[config.mk]
export PLATFORM = sky130hd
export DESIGN_NAME = audio_i2s_tx
export DESIGN_NICKNAME = d
export VERILOG_FILES = /design/src/rtl/audio_i2s_tx.sv
export SDC_FILE = /design/constraint.sdc
export NUM_CORES = 1
export LEC_CHECK = 0
export CAP_MARGIN = 5
export CORE_AREA = 2 2 81 83
export DETAILED_ROUTE_END_ITERATION = 10
export DIE_AREA = 0 0 83 85
export PLACE_DENSITY = 0.4
export SLEW_MARGIN = 15
export SYNTH_ARGS = -nofsm -noshare
export SYNTH_HDL_FRONTEND = slang
export SYNTH_SLANG_ARGS = --single-unit
[constraint.sdc]
create_clock -name clk -period 4.65 [get_ports clk]
set_input_delay 0.6975 -clock clk [delete_from_list [all_inputs] [get_ports clk]]
set_output_delay 0.6975 -clock clk [all_outputs]
set_load 0.005 [all_outputs]
[src/rtl/audio_i2s_tx.sv]
// audio_i2s_tx: 8-bit unsigned samples -> 16-bit signed PCM, sent as I2S with the same word on left and right.
// Latency: a sample accepted during frame N is played in frame N+1 (moved from hold at the next frame boundary).
// Backpressure: sample_ready_o = en_i & ~hold_full, so one sample per frame; AUDIO_I2S_UNDERRUN_CNT_EN adds underrun_cnt_o.
module audio_i2s_tx #(
  parameter int BCLK_HALF_DIV = 2,
  parameter int SLOT_BITS     = 32
) (
  input  logic        clk,
  input  logic        rstn,
  input  logic        en_i,
  input  logic [7:0]  sample_data_i,
  input  logic        sample_valid_i,
  output logic        sample_ready_o,
  output logic        frame_req_o,
  output logic        underrun_o,
  output logic        i2s_bclk_o,
  output logic        i2s_lrclk_o,
  output logic        i2s_sdata_o
`ifdef AUDIO_I2S_UNDERRUN_CNT_EN
  ,
  output logic [15:0] underrun_cnt_o
`endif
);

  localparam int DIV_W = (BCLK_HALF_DIV > 1) ? $clog2(BCLK_HALF_DIV) : 1;
  localparam int BIT_W = $clog2(2 * SLOT_BITS);
  localparam logic [DIV_W-1:0] DIV_LAST  = DIV_W'(BCLK_HALF_DIV - 1);
  localparam logic [BIT_W-1:0] BIT_LAST  = BIT_W'(2 * SLOT_BITS - 1);
  localparam logic [BIT_W-1:0] SLOT_LEN  = BIT_W'(SLOT_BITS);

  logic [DIV_W-1:0] div_cnt;
  logic [BIT_W-1:0] bit_cnt;
  logic             en_q;
  logic             bclk;
  logic             lrclk;
  logic             sdata;
  logic             frame_req;
  logic             underrun;
  logic [15:0]      hold;
  logic             hold_full;
  logic [15:0]      frame_word;

  logic             div_wrap;
  logic             fall_evt;
  logic             boundary;
  logic             accept;
  logic [15:0]      pcm;
  logic [BIT_W-1:0] bit_nxt;
  logic [BIT_W-1:0] slot_b;
  logic [15:0]      word_sh;
  logic             sdata_nxt;
  logic             lrclk_nxt;

  assign sample_ready_o = en_i & ~hold_full;
  assign frame_req_o    = frame_req;
  assign underrun_o     = underrun;
  assign i2s_bclk_o     = bclk;
  assign i2s_lrclk_o    = lrclk;
  assign i2s_sdata_o    = sdata;

  // Event decode: divider wrap, bclk fall, frame boundary, next serial bit.
  always_comb begin
    div_wrap  = (div_cnt == DIV_LAST);
    fall_evt  = en_i & div_wrap & bclk;
    bit_nxt   = (bit_cnt == BIT_LAST) ? '0 : bit_cnt + BIT_W'(1);
    // The first clk with en_i high stands in for the boundary that bit_cnt=0 skipped.
    boundary  = en_i & ((fall_evt & (bit_cnt == BIT_LAST)) | ~en_q);
    accept    = sample_valid_i & sample_ready_o;
    pcm       = {~sample_data_i[7], sample_data_i[6:0], 8'h00};
    slot_b    = (bit_nxt >= SLOT_LEN) ? bit_nxt - SLOT_LEN : bit_nxt;
    lrclk_nxt = (bit_nxt >= SLOT_LEN);
    // Slot bit b (1..16) carries frame_word[16-b]; b=0 is the one-bclk I2S delay slot.
    word_sh   = frame_word << (slot_b - BIT_W'(1));
    sdata_nxt = 1'b0;
    if (slot_b >= BIT_W'(1) && slot_b <= BIT_W'(16)) begin
      sdata_nxt = word_sh[15];
    end
  end

  // Bit-clock generator and serialiser; everything parks at 0 while disabled.
  always_ff @(posedge clk or negedge rstn) begin
    if (!rstn) begin
      en_q    <= 1'b0;
      div_cnt <= '0;
      bit_cnt <= '0;
      bclk    <= 1'b0;
      lrclk   <= 1'b0;
      sdata   <= 1'b0;
    end else begin
      en_q <= en_i;
      if (!en_i) begin
        div_cnt <= '0;
        bit_cnt <= '0;
        bclk    <= 1'b0;
        lrclk   <= 1'b0;
        sdata   <= 1'b0;
      end else begin
        div_cnt <= div_wrap ? '0 : div_cnt + DIV_W'(1);
        if (div_wrap) begin
          bclk <= ~bclk;
        end
        if (fall_evt) begin
          bit_cnt <= bit_nxt;
          lrclk   <= lrclk_nxt;
          sdata   <= sdata_nxt;
        end
      end
    end
  end

  // Hold register and frame word: boundary load wins over a same-cycle accept.
  always_ff @(posedge clk or negedge rstn) begin
    if (!rstn) begin
      hold       <= 16'h0000;
      hold_full  <= 1'b0;
      frame_word <= 16'h0000;
    end else if (!en_i) begin
      hold_full <= 1'b0;
    end else if (boundary && hold_full) begin
      frame_word <= hold;
      hold_full  <= 1'b0;
    end else if (accept) begin
      hold      <= pcm;
      hold_full <= 1'b1;
    end
  end

  // Frame boundary pulses; an empty hold at the boundary means the last word repeats.
  always_ff @(posedge clk or negedge rstn) begin
    if (!rstn) begin
      frame_req <= 1'b0;
      underrun  <= 1'b0;
    end else begin
      frame_req <= boundary;
      underrun  <= boundary & ~hold_full;
    end
  end

`ifdef AUDIO_I2S_UNDERRUN_CNT_EN
  logic [15:0] ucnt;
  assign underrun_cnt_o = ucnt;

  // Saturating underrun count; only rstn clears it so it survives enable cycling.
  always_ff @(posedge clk or negedge rstn) begin
    if (!rstn) begin
      ucnt <= 16'h0000;
    end else if (underrun && ucnt != 16'hFFFF) begin
      ucnt <= ucnt + 16'h0001;
    end
  end
`endif

endmodule

## Word-level counts from Yosys, hierarchy flattened

Cells that the tools add are included.

| operators by class | value |
|---|---|
| $add $sub $neg | 4 |
| magnitude comparators | 3 |
| eq/ne operators | 4 |
| shift operators | 1 |
| muxes and demuxes | 16 |
| bitwise operators | 13 |
| reductions and logical operators | 4 |

Operator list:

| cell | number |
|---|---|
| $mux W6 | 4 |
| $shl A16 B6 Y16 | 1 |
| $mux W1 | 12 |
| $and A1 B1 Y1 | 7 |
| $add A6 B1 Y6 const B | 1 |
| $eq A6 B6 Y1 const B | 1 |
| $ge A6 B1 Y1 const B | 1 |
| $ge A6 B6 Y1 const B | 1 |
| $le A6 B5 Y1 const B | 1 |
| $sub A6 B1 Y6 const B | 1 |
| $sub A6 B6 Y6 const B | 1 |
| $not A1 Y1 | 5 |
| $ne A2 B1 Y1 const B | 2 |
| $ne A3 B1 Y1 const B | 1 |
| $reduce_and A3 Y1 | 1 |
| $logic_and A1 B1 Y1 | 2 |
| $reduce_and A2 Y1 | 1 |
| $add A1 B1 Y1 const B | 1 |
| $or A1 B1 Y1 | 1 |

| storage, ports and cells | value |
|---|---|
| bits in registers | 30 |
| input bits | 12 |
| output and inout bits | 6 |
| word-level logic and storage cells | 56 |

## Longest topological paths before layout

| depth | value |
|---|---|
| word-level depth | 9 |
| depth in mapped cells | 8 |
| depth with buffers taken out | 7 |

## Least setup slack after synthesis

OpenSTA, ideal clock, no wires.

| timing path | value |
|---|---|
| kind | reg-to-reg |
| start point | register bit_cnt[0] |
| end point | register sdata, in the netlist i2s_sdata_o |
| setup time | 0.067 ns |
| data arrival time | 1.805 ns |
| data required time | 4.583 ns |
| slack | 2.778 ns |
| stages on the path, launching flop included | 9 |
| buffers on the path | 1 |
| clock period less this slack | 1.872 ns |
| cells stage by stage | dfrtp_1 > inv_1 > ha_1 > buf_2 > nor2b_1 > xnor2_1 > a211oi_1 > a2111oi_2 > a32o_1 |

| between the ends | value |
|---|---|
| longest elaborated chain between the ends | 9 |
| elaborated cells between the ends (all ways) | 14 |
| classes of those cells | add/sub: 3; order compare: 3; eq/ne: 1; shift: 1; mux: 5; reduce/logical: 1 |

RTL lines:

| element | RTL line | source |
|---|---|---|
| start, declared | 32 | `logic [BIT_W-1:0] bit_cnt;` |
| start signal, assigned | 103 | `bit_cnt <= bit_nxt;` |
| $add A6 B1 Y6 or $eq A6 B6 Y1 (tied branches) | 65 | `bit_nxt = (bit_cnt == BIT_LAST) ? '0 : bit_cnt + BIT_W'(1);` |
| $mux W6 (*) | 65 |  |
| $sub A6 B6 Y6 or $ge A6 B6 Y1 (tied branches) | 70 | `slot_b = (bit_nxt >= SLOT_LEN) ? bit_nxt - SLOT_LEN : bit_nxt;` |
| $mux W6 (*) | 70 |  |
| $sub A6 B1 Y6 (tied with other cells) | 73 | `word_sh = frame_word << (slot_b - BIT_W'(1));` |
| $shl A16 B6 Y16 or $logic_and A1 B1 Y1 (tied branches) | 73, 75 |  |
| $mux W1 (*) | 75 | `if (slot_b >= BIT_W'(1) && slot_b <= BIT_W'(16)) begin` |
| $mux W1 (*) | 102 | `if (fall_evt) begin` |
| $mux W1 (*) | 91 | `if (!en_i) begin` |
| end signal, assigned | 105 | `sdata <= sdata_nxt;` |
| end, declared | 36 | `logic sdata;` |

Mark *: on every way between the ends. The rest lies on a longest branch, timed or not. The select of a mux whose other input is x is not followed.
A chain may end at the register's enable or synchronous reset.

## Final worst setup path

| timing path | value |
|---|---|
| start point | input port en_i |
| end point | output port sample_ready_o |

| between the ends | value |
|---|---|
| longest elaborated chain between the ends | 1 |

RTL lines:

| element | RTL line | source |
|---|---|---|
| start, declared | 10 | `input logic en_i,` |
| $and A1 B1 Y1 | 54 | `assign sample_ready_o = en_i & ~hold_full;` |
| end, declared | 13 | `output logic sample_ready_o,` |

No other way between the ends.

==> metrics <==
result of the run complete, no violations; most frequent cells in the layout sky130_fd_sc_hd__dfrtp_1 (30), sky130_fd_sc_hd__clkdlybuf4s50_1 (17), sky130_fd_sc_hd__nand2_1 (11); shortest clock period the worst path allows after layout 3.01 ns; total number of yosys warnings 0; CTS tree built; critical path cell sequence clkdlybuf4s50_1 > nor2b_1 > clkdlybuf4s50_1; Clock Skew 0.00604 ns; Slew Viols, Final 0; Placed Cells 215; final wirelength 2.96 mm; Worst path top cell family by delay buffers and inverters; worst path setup slack after routing 1.64 ns; all-layer global routing usage 0.0936; number of top-level design ports 18; number of buffers inserted by hold repair at cts 0; Setup TNS 0 ns; detailed-routing iteration count for the pre-antenna-repair pass 4; synthesis-to-finish area growth 21.5%; root cell of the clock tree sky130_fd_sc_hd__clkbuf_8; Gates resized, CTS repair 0; top cell type's share of synthesized area 0.495; switching component of the power 153 µW; flops & latches, synth 30; share of power burned in registers 0.524; largest vdd supply drop 172 µV; Crit-path slowest cell sky130_fd_sc_hd__clkdlybuf4s50_1; portion of total power attributed to combinational logic 0.173; cell occurring most often along the worst timing path sky130_fd_sc_hd__clkdlybuf4s50_1; Relative slew margins 0.649; number of clock buffers inserted by TritonCTS 5; DR iter-0 viols 90; peak per-stage delay on the critical path 0.80 ns; detail-routed via count per cell 4.67; post-placement setup slack 1.64 ns; buffers inserted during post-CTS setup optimization 0; critical path launch point type input pin; number of violations of the max-capacitance limit 0; hold violation total from the final report 0; RSZ-0062 raised after global routing false; total global routing overflow 0; Post-DRT Antenna Nets 0; chip width 83 µm; Setup Viol. Count Final 0; share of flip-flops with an asynchronous set or reset after synthesis 1.00; internal power component 480 µW; Top FF cell, synth sky130_fd_sc_hd__dfrtp_1; switching part of the total power 0.241; commonest non-fill, non-tap cell in the layout sky130_fd_sc_hd__dfrtp_1; proportion of power drawn by the clock network 0.303; Crit Path Max Fanout 15; routed length per instance 13.3 µm; average cell area after synthesis 12.0 µm²; DR vias 1036; power density over the cells 343 nW/µm²; initial antenna violation count 0; effective utilization at floorplan 0.244; largest area contributor in the netlist sky130_fd_sc_hd__dfrtp_1; worst path bufs/invs 2; Required @ worst endpoint 3.95 ns; Final GP Congestion 0.824; type of the most critical hold path reg -> reg; number of buffer cells added on primary ports 17; worst-margin pin slew 0.525 ns; floorplan die area 7060 µm²; Crit path arrival time 2.31 ns; Post-Syn Instances 126; Hold WS 0.491 ns; Unique masters post-synth 37; cell area after synthesis 1520 µm²; nets in the synthesized netlist 140; Sink Count 30; die height 85 µm; clock-pin slew reported for the worst setup and hold paths after clock tree synthesis 0.06 ns; global-route wire length before repair 5.29 mm; count of H-tree levels built during CTS 2; Static Leakage 0.765 nW; diode insertion count for antenna repair 0; pin count of the biggest net entering global routing 31; period utilization 0.646; total number of placement rows 29; worst-skew pair later-pin latency 0.27 ns; DRC violations left 0; number of nets in the finished design 159; fraction of final layout cells with drive strength greater than 1 0.200; number of synthesized flops with an enable pin 0; kind of critical path in -> out; Max Root-Sink Buffers 2; vias in the first global route 1073; Critical Path End Type output port; ranking of synthesized cells by area sky130_fd_sc_hd__dfrtp_1 (50%), sky130_fd_sc_hd__mux2_4 (7.9%), sky130_fd_sc_hd__mux2_2 (5.2%); part of the Yosys area used for sequential elements 0.495; area of the placeable core 6200 µm²; HPWL reported at the end of detailed placement 2.14 mm; number of cells in the finished layout apart from fillers 222; FMAX 0.333 GHz
[sequential cells by signal, summed over array words and instances, names as in the netlist]
| signal | flops |
|---|---|
| frame_word | 8 |
| hold | 8 |
| bit_cnt | 6 |
| div_cnt | 1 |
| en_q | 1 |
| frame_req_o | 1 |
| hold_full | 1 |
| i2s_bclk_o | 1 |
| i2s_lrclk_o | 1 |
| i2s_sdata_o | 1 |
| underrun_o | 1 |
[Yosys cell counts, drive strengths merged (4+ instances only)]
cell    number
and2         7
o21ai        5
mux2        15
mux2i        4
dfrtp       30
clkbuf       4
a21boi       5
a21oi        4
nand2       11
[power groups by stage]
| stage | sequential [mW] | combinational [mW] | clock, mW |
|---|---|---|---|
| final | 0.331 | 0.110 | 0.191 |
| after global routing | 0.338 | 0.122 | 0.219 |
| after CTS | 0.333 | 0.112 | 0.202 |
| after detailed placement | 0.337 | 0.111 | 0 |
| after global placement | 0.336 | 0.109 | 0 |
| after floorplan | 0.329 | 0.0792 | 0 |
[worst paths after layout]
path,start,to,slack [ns],cells past startpoint
worst max-delay path,en_i,sample_ready_o,1.64,3
worst min-delay path,div_cnt,div_cnt,0.49,1
worst max register to register,bit_cnt[0],i2s_sdata_o,2.45,7
worst min register to register,div_cnt,div_cnt,0.49,1
max in group asynchronous,rstn,hold[13],3.54,2
min in group asynchronous,rstn,div_cnt,0.82,2
[final cells by class]
class,count,area (µm²)
tap,77,96.3
multi-input combinational,87,727
clock inverter,2,10.0
sequential,30,751
inverter,3,11.3
timing repair buffer,18,178
fill,633,4360
clock buffer,5,68.8
[cell families after synthesis]
group,share of synthesized area
flip-flops,0.495
adder cells (fa/ha/maj),0.0165
AND/OR/NAND/NOR,0.141
multiplexers,0.158
AO/OA/AOI/OAI,0.147
XOR/XNOR,0.0173
buffers and inverters,0.0256
[through the flow]
stage / instance area (µm²) / utilization / total power, mW
2_1_floorplan: 1520 / - / 0.409
3_3_place_gp: 1760 / 0.284 / 0.445
3_5_place_dp: 1760 / 0.284 / 0.449
4_1_cts: 1840 / 0.297 / 0.646
5_1_grt: 1840 / 0.297 / 0.679
6_report: 1840 / 0.297 / 0.632
[per-layer routing]
metal | track usage | part of all wire
met5 | 0 | 0
met4 | 0.0283 | 0.0017
met3 | 0.0340 | 0.043
met2 | 0.147 | 0.49
met1 | 0.122 | 0.46
[worst register-to-register path, stage by stage (launching register included)]
cell                        delay [ns]
sky130_fd_sc_hd__dfrtp_1          0.51
sky130_fd_sc_hd__inv_1            0.11
sky130_fd_sc_hd__ha_1             0.44
sky130_fd_sc_hd__nor2b_1          0.24
sky130_fd_sc_hd__xnor2_1          0.15
sky130_fd_sc_hd__a211oi_1         0.11
sky130_fd_sc_hd__a2111oi_2        0.39
sky130_fd_sc_hd__a32o_1           0.19
(Power assumes the default switching activity.)
